`config.mk`:
```
export PLATFORM = sky130hd
export DESIGN_NAME = adaptive_filter_out_buf
export DESIGN_NICKNAME = d
export VERILOG_FILES = /design/src/rtl/adaptive_filter_out_buf.sv
export SDC_FILE = /design/constraint.sdc
export NUM_CORES = 1
export LEC_CHECK = 0
export ABC_AREA = 1
export ABC_CLOCK_PERIOD_IN_PS = 2900
export CAP_MARGIN = 25
export CORE_MARGIN = 4
export CORE_UTILIZATION = 45
export CTS_BUF_LIST = sky130_fd_sc_hd__clkbuf_4
export DETAILED_ROUTE_END_ITERATION = 8
export GPL_ROUTABILITY_DRIVEN = 1
export PLACE_DENSITY_LB_ADDON = 0.1
export SLEW_MARGIN = 30
export SYNTH_ARGS = -nofsm -noshare
export SYNTH_HDL_FRONTEND = slang
export SYNTH_SLANG_ARGS = --single-unit
```
`constraint.sdc`:
```
create_clock -name clk -period 2.9 [get_ports clk]
set_clock_uncertainty 0.2 [all_clocks]
set_input_delay 0.29 -clock clk [delete_from_list [all_inputs] [get_ports clk]]
set_output_delay 0.29 -clock clk [all_outputs]
set_load 0.01 [all_outputs]
```
`src/rtl/adaptive_filter_out_buf.sv`:
```
// ---------------------------------------------------------------------------
// adaptive_filter_out_buf
//
// Output buffer that sits directly after adaptive_filter. The filter result
// stream has no backpressure, so this block keeps the results in a small
// first-word-fall-through FIFO. It re-issues them on a ready/valid master
// port. Every FRAME_LEN accepted samples it marks the last sample with tlast.
// When a sample has to be discarded because the FIFO is full, it sets a
// sticky overflow flag.
//
// Parameters
//   WORDLENGTH : sample width (Q8.6 signed, passed through bit-exact)
//   DEPTH      : FIFO depth in words, power of two, >= 2
//   FRAME_LEN  : accepted samples per frame, >= 2
//
// Ports
//   clk          in   rising-edge clock
//   arst_n       in   asynchronous reset, active-low (deasserted synchronously)
//   s_tdata      in   filter result
//   s_tvalid     in   filter result valid (no ready is returned)
//   m_tdata      out  buffered sample (0 when m_tvalid is low)
//   m_tvalid     out  buffered sample available
//   m_tready     in   downstream accepts
//   m_tlast      out  last sample of a frame (0 when m_tvalid is low)
//   fill_level   out  number of stored words, 0..DEPTH
//   overflow     out  sticky flag, set when a sample is dropped
//   clr_overflow in   synchronous clear of overflow (a drop in the same cycle wins)
// ---------------------------------------------------------------------------
module adaptive_filter_out_buf #(
  parameter int WORDLENGTH = 14,
  parameter int DEPTH      = 16,
  parameter int FRAME_LEN  = 128
) (
  input  logic                       clk,
  input  logic                       arst_n,
  input  logic [WORDLENGTH-1:0]      s_tdata,
  input  logic                       s_tvalid,
  output logic [WORDLENGTH-1:0]      m_tdata,
  output logic                       m_tvalid,
  input  logic                       m_tready,
  output logic                       m_tlast,
  output logic [$clog2(DEPTH):0]     fill_level,
  output logic                       overflow,
  input  logic                       clr_overflow
);

  localparam int AW = $clog2(DEPTH);
  localparam int FW = AW + 1;
  localparam int CW = $clog2(FRAME_LEN);

  localparam logic [FW-1:0] FULL_LEVEL = FW'(DEPTH);
  localparam logic [CW-1:0] FRAME_END  = CW'(FRAME_LEN - 1);

  // Each entry is {tlast, tdata}. The frame marker is decided when the word
  // is written, so it always travels with its own sample.
  logic [WORDLENGTH:0] mem [DEPTH];

  logic [AW-1:0]       rd_ptr;
  logic [AW-1:0]       wr_ptr;
  logic [CW-1:0]       frame_cnt;
  logic [WORDLENGTH:0] rd_word;
  logic                full;
  logic                push;
  logic                pop;
  logic                drop;
  logic                wr_last;

  // Handshake decode. When the FIFO is full, a pop in the same cycle frees a
  // slot, so the incoming sample is still accepted.
  assign full     = (fill_level == FULL_LEVEL);
  assign m_tvalid = (fill_level != '0);
  assign pop      = m_tvalid && m_tready;
  assign push     = s_tvalid && (!full || pop);
  assign drop     = s_tvalid && full && !pop;
  assign wr_last  = (frame_cnt == FRAME_END);

  // First-word-fall-through read. rd_ptr only moves on pop, so the outputs
  // hold steady while the sink stalls. Outputs are forced to zero while the
  // FIFO is empty, so never-written memory does not show on the port.
  assign rd_word = mem[rd_ptr];
  assign m_tdata = m_tvalid ? rd_word[WORDLENGTH-1:0] : '0;
  assign m_tlast = m_tvalid ? rd_word[WORDLENGTH]     : 1'b0;

  // NOTE: the storage array has no reset. Words are never visible until
  // fill_level counts them, so clearing the array would only cost reset
  // fan-out and stop the tool from mapping it onto RAM.
  always_ff @(posedge clk) begin
    if (push) begin
      mem[wr_ptr] <= {wr_last, s_tdata};
    end
  end

  // NOTE: sequential state uses non-blocking assignments only. All flops then
  // update together at the edge, whatever order the statements are in.
  always_ff @(posedge clk or negedge arst_n) begin
    if (!arst_n) begin
      rd_ptr     <= '0;
      wr_ptr     <= '0;
      fill_level <= '0;
      frame_cnt  <= '0;
      overflow   <= 1'b0;
    end else begin
      // Pointers wrap naturally because DEPTH is a power of two.
      if (push) begin
        wr_ptr    <= wr_ptr + AW'(1);
        frame_cnt <= wr_last ? '0 : frame_cnt + CW'(1);
      end
      if (pop) begin
        rd_ptr <= rd_ptr + AW'(1);
      end

      if (push && !pop) begin
        fill_level <= fill_level + FW'(1);
      end else if (pop && !push) begin
        fill_level <= fill_level - FW'(1);
      end

      // A drop takes priority over a clear in the same cycle, so a loss is
      // never hidden.
      if (drop) begin
        overflow <= 1'b1;
      end else if (clr_overflow) begin
        overflow <= 1'b0;
      end
    end
  end

endmodule
```
# [Yosys cells after proc, flatten, opt, wreduce, memory -nomap -nowiden]
# Memory sizes are Yosys's and may differ from the RTL's.
# Index checks and enable logic that the tools add are counted.
[op_classes] addsub=5 eq_ne=2 mux=9 n_reduce_logical=13
[ops] operator="$mux W14" count=1
[ops] operator="$mux W5" count=2
[ops] operator="$add A4 B1 Y4 const B" count=2
[ops] operator="$add A7 B1 Y7 const B" count=1
[ops] operator="$eq A7 B7 Y1 const B" count=1
[ops] operator="$mux W7" count=1
[ops] operator="$logic_and A1 B1 Y1" count=6
[ops] operator="$add A5 B1 Y5 const B" count=1
[ops] operator="$eq A5 B5 Y1 const B" count=1
[ops] operator="$mux W1" count=5
[ops] operator="$reduce_bool A5 Y1" count=1
[ops] operator="$sub A5 B1 Y5 const B" count=1
[ops] operator="$reduce_bool A2 Y1" count=2
[ops] operator="$logic_not A1 Y1" count=3
[ops] operator="$logic_or A1 B1 Y1" count=1
[word_totals] ff_bits=21 mem_bits_rw=240 wordCells=35 memories=1
[mem_list] name="mem" depth=16 word_bits=15 read_ports=1 rd_clocked_by_memory_dff=0 write_ports=1 line_no="56" text="logic [WORDLENGTH:0] mem [DEPTH];"

# [Logic depth before layout (Yosys ltp)]
[logic_depth] ltp_word=8 depth_mapped=14 depth_no_buf=14

# [Worst setup path after synthesis]
# OpenSTA, ideal clock, no wires.
[synth_timing] path_type="register to register" startpoint="register fill_level[0]" endpoint="register fill_level[3]" setup_ps=126 arrival_time_ps=2318 required_time_ps=2574 path_slack_ps=256 stages_incl_launch_ff=14 path_buffers=1 cell_sequence="dfrtp_1 -> nor2_1 -> nand3_2 -> o21ai_4 -> inv_2 -> buf_6 -> ha_1 -> inv_1 -> ha_1 -> nand3_1 -> nand3_1 -> or2_2 -> nand3_1 -> o21ai_0"
[synth_between] elab_chain_len=7 elab_cells_between_ends=15
[synth_lines] item="start, declared" line_no="42" text="output logic [$clog2(DEPTH):0] fill_level,"
[synth_lines] item="start signal, assigned" line_no="113" text="fill_level <= fill_level + FW'(1);"
[synth_lines] item="start signal, assigned" line_no="115" text="fill_level <= fill_level - FW'(1);"
[synth_lines] item="$eq A5 B5 Y1 or $reduce_bool A5 Y1 (tied branches)" line_no="70, 71"
[synth_lines] item="$logic_not A1 Y1 or $logic_and A1 B1 Y1 (tied branches)" line_no="73, 72"
[synth_lines] item="$logic_or A1 B1 Y1 (*)" line_no="73" text="assign push = s_tvalid && (!full || pop);"
[synth_lines] item="$logic_and A1 B1 Y1 (*)" line_no="73"
[synth_lines] item="via push" line_no="63" text="logic push;"
[synth_lines] item="$logic_not A1 Y1" line_no="114" text="end else if (pop && !push) begin"
[synth_lines] item="$logic_and A1 B1 Y1" line_no="114"
[synth_lines] item="$reduce_bool A2 Y1 (no source line)"
# Mark *: on every way through the listed nets, which the timed path passes. The rest lies on a longest branch. The select of a mux whose other input is x is not followed.
# A chain may end at the register's enable or synchronous reset.

# [Worst setup path after layout]
[layout_timing] startpoint="register rd_ptr[0]" endpoint="output port m_tdata[13]"
[layout_between] elab_chain_len=2
[layout_lines] item="start, declared" line_no="58" text="logic [AW-1:0] rd_ptr;"
[layout_lines] item="start signal, assigned" line_no="109" text="rd_ptr <= rd_ptr + AW'(1);"
[layout_lines] item="$mem_v2 Z16 W15"
[layout_lines] item="$mux W14" line_no="81" text="assign m_tdata = m_tvalid ? rd_word[WORDLENGTH-1:0] : '0;"
[layout_lines] item="end, declared" line_no="38" text="output logic [WORDLENGTH-1:0] m_tdata,"
# Every way passes these cells.

==> metrics.md <==
| Metric | Value |
|---|---|
| Initial antenna violation count | 2 |
| Antenna-violating nets left | 0 |
| Critical Path Fanout Max | 8 |
| DRC | 0 |
| Largest net degree at the start of global routing | 43 |
| Max Fclk | 353 MHz |
| Slew Viols, Final | 0 |
| I/O Buffers | 40 |
| Final hold violations | 0 |
| Synth Register Bits | 261 |
| Final worst path period share | 97.8% |
| Syn avg cell area | 11.7 sq um |
| CTS tree | built |
| Total Power | 0.0136 W |
| Slew margin rel. | 55.9% |
| Iter 0 DRT Violations | 596 |
| Clock Tree Root | clkbuf_4 |
| Vias in the first global route | 7289 |
| Hold path start | clr_overflow |
| CTS buffer count | 72 |
| Die Area | 26900 sq um |
| Element type at the critical path end | output pin |
| Setup slack, reg-to-reg | 0.32 ns |
| Place WS | 0.232 ns |
| Worst Max-Slew Pin Slew | 0.660 ns |
| Min-Delay Endpoint | overflow$_DFFE_PN0P_ |
| Crit path kind | flop to output pin |
| Core Area | 23700 sq um |
| Post-Route WL | 28000 um |
| Syn Inst Count | 940 |
| Peak VDD IR | 0.391 mV |
| Arrival time at the worst endpoint | 2.35 ns |
| TNS Setup | 0 ns |
| Placement Rows | 56 |
| R2r startpoint | fill_level[0]$_DFFE_PN0P_ |
| Syn-to-layout area delta | 20.3% |
| Via density | 5.16 |
| Nets | 1093 |
| Die H | 164 um |
| Worst-Skew Late Latency | 0.66 ns |
| Cell mode on critical path | nand2_1 |
| Worst path cell trace | clkinv_8 -> buf_12 -> clkbuf_16 -> nand2_1 -> nand3_1 -> nand3_1 -> nand2_1 -> nand2_1 -> a21oi_2 -> buf_2 |
| Hold Crit Depth | 2 |
| Power Density | 1030 nW/um^2 |
| Fin cells | 1435 |
| Die X | 164 um |
| Dpl hpwl | 15700 um |
| Setup violators final | 0 |
| CTS H-tree depth | 3 |
| Fillers | 2088 |
| Final Critical Period | 2.84 ns |
| Reg2reg end | fill_level[3]$_DFFE_PN0P_ |
| Unique masters post-synth | 29 |
| LEAKAGE | 5.12 nW |
| Sink Count | 261 |
| GRT overflow | 0 |
| Dpl cells | 1297 |
| Slowest CP cell | dfrtp_4 |
| Crit-path max cell delay | 0.57 ns |
| Post-Syn Area | 11000 sq um |
| WP data required | 2.41 ns |
| Net Count, Synth | 970 |
| Setup ws final | 0.0641 ns |
| Router iterations before antenna repair | 5 |
| WL/cell | 19.5 um |
| Hold Crit Class | input port to flop |
| Tot GR Track Use | 21.0% |
| First-pass GRT wire length | 42500 um |
| Status | complete, no violations |
| Commonest non-fill, non-tap cells in the layout | 319 x nand2_1, 240 x edfxtp_1, 183 x nand3_1, 117 x clkbuf_4, 40 x buf_4 |
| Sequential area share after synthesis | 70.6% |
| Vias | 7399 |
| Layout cells sized above 1 | 22.9% |
| Worst-path clk slew | 0.06 ns |
| Unrepaired setup endpoints after global routing | yes |
| Critical path startpoint category | flop |
| Top Ports | 41 |
| Initial Util | 46.3% |
| Synth Warn # | 0 |
| Max Buffers Root-to-Sink | 3 |
| Max Cap Viol | 0 |
| Leading cell type in the layout, fill and taps excluded | nand2_1 |
| Reg2Reg Depth | 13 |
| Final GP Congestion | 0.782 |
## flip-flops by register name, summed over array words and instances (netlist names)
register / count
wr_ptr: 4
fill_level: 5
rd_ptr: 4
mem: 240
overflow: 1
frame_cnt: 7
## kinds of logic (layout without fill, tap and decap cells)
family,count (synthesis),in the layout,share of synthesized area (%)
xor gates and xnor gates,14,14,1.12
buffers and inverters,74,249,3.94
and+or+nand+nor,555,555,21.7
adders and majority gates,11,11,1.32
other,0,1,0
AOI/OAI and AO/OA,25,25,1.31
DFF,261,261,70.6
## worst max-delay path by stage
stage / startpoint / to / slack [ns] / cells past startpoint
2_1_floorplan: fill_level[0]$_DFFE_PN0P_ / fill_level[3]$_DFFE_PN0P_ / 0.26 / 13
3_3_place_gp: m_tready / fill_level[3]$_DFFE_PN0P_ / 0.26 / 13
6_report: rd_ptr[0]$_DFFE_PN0N_ / m_tdata[13] / 0.06 / 10
3_5_place_dp: m_tready / fill_level[3]$_DFFE_PN0P_ / 0.23 / 13
4_1_cts: rd_ptr[0]$_DFFE_PN0N_ / m_tdata[7] / -0.05 / 8
5_1_grt: rd_ptr[0]$_DFFE_PN0N_ / m_tdata[0] / -0.04 / 10
## worst max-delay path, delay by kind of cell (launching register included)
family | cells | cell delay, ns
flip-flops | 1 | 0.57
AND/OR/NAND/NOR | 5 | 0.33
buffers and inverters | 4 | 0.58
AO/OA/AOI/OAI | 1 | 0.22
## per-layer routing
layer / vias to the layer above / track usage (%) / part of all wire, %
li1: 3547 / - / -
met4: 2 / 7.70 / 2.2
met1: 3589 / 28.3 / 44
met2: 212 / 33.9 / 49
met5: - / 0 / 0.046
met3: 49 / 4.67 / 5.6
## power breakdown
| group | internal (W) | switching, W | total (W) |
|---|---|---|---|
| Sequential | 0.00457 | 0.000239 | 0.00481 |
| Combinational | 0.00202 | 0.00335 | 0.00537 |
| Clock | 0.00199 | 0.00145 | 0.00344 |
## what timing repair did
action | in CTS | in global routing
endpoints found under the hold margin | 21 | 0
endpoints found under the setup margin | 15 | 14
pin swaps | 2 | 11
hold buffers | 1 | 0
gates resized for setup | 47 | 44
gates cloned | 3 | 4
buffers inserted | 0 | 4
## cells in the mapped netlist, drive strengths merged
cell type	instances	area share [%]
clkinv	2	0.080
dfrtp	21	4.8
nand3	193	9.0
fa	1	0.18
nand4	2	0.11
nor2	25	0.92
buf	44	2.9
edfxtp	240	66
ha	10	1.1
o21ai	8	0.54
inv	21	0.72
xnor2	3	0.24
a21oi	17	0.78
nand2	333	12
or2	2	0.11
xor2	11	0.88
clkbuf	7	0.24
## cell type report
class | instances | area [sq um] | area share (%)
diodes | 1 | 2.50 | 0.0190
clock buffers | 117 | 878 | 6.66
clock inverters | 9 | 90.1 | 0.684
inverters | 23 | 98.8 | 0.750
multi-input cells | 605 | 2920 | 22.1
flip-flops and latches | 261 | 7740 | 58.7
well taps | 319 | 399 | 3.03
repair buffers | 100 | 1060 | 8.02
## stage by stage
| stage | hold WS, ns | util [%] | cell area, sq um |
|---|---|---|---|
| after global routing | 0.0903 | 55.6 | 13200 |
| final | 0.0943 | 55.6 | 13200 |
| after detailed placement | 0.258 | 50.3 | 11900 |
| after floorplan | -0.206 | - | 11000 |
| after CTS | 0.0630 | 55.0 | 13000 |
| after global placement | 0.254 | 50.3 | 11900 |
No activity file was read; power rests on OpenSTA's default activity.
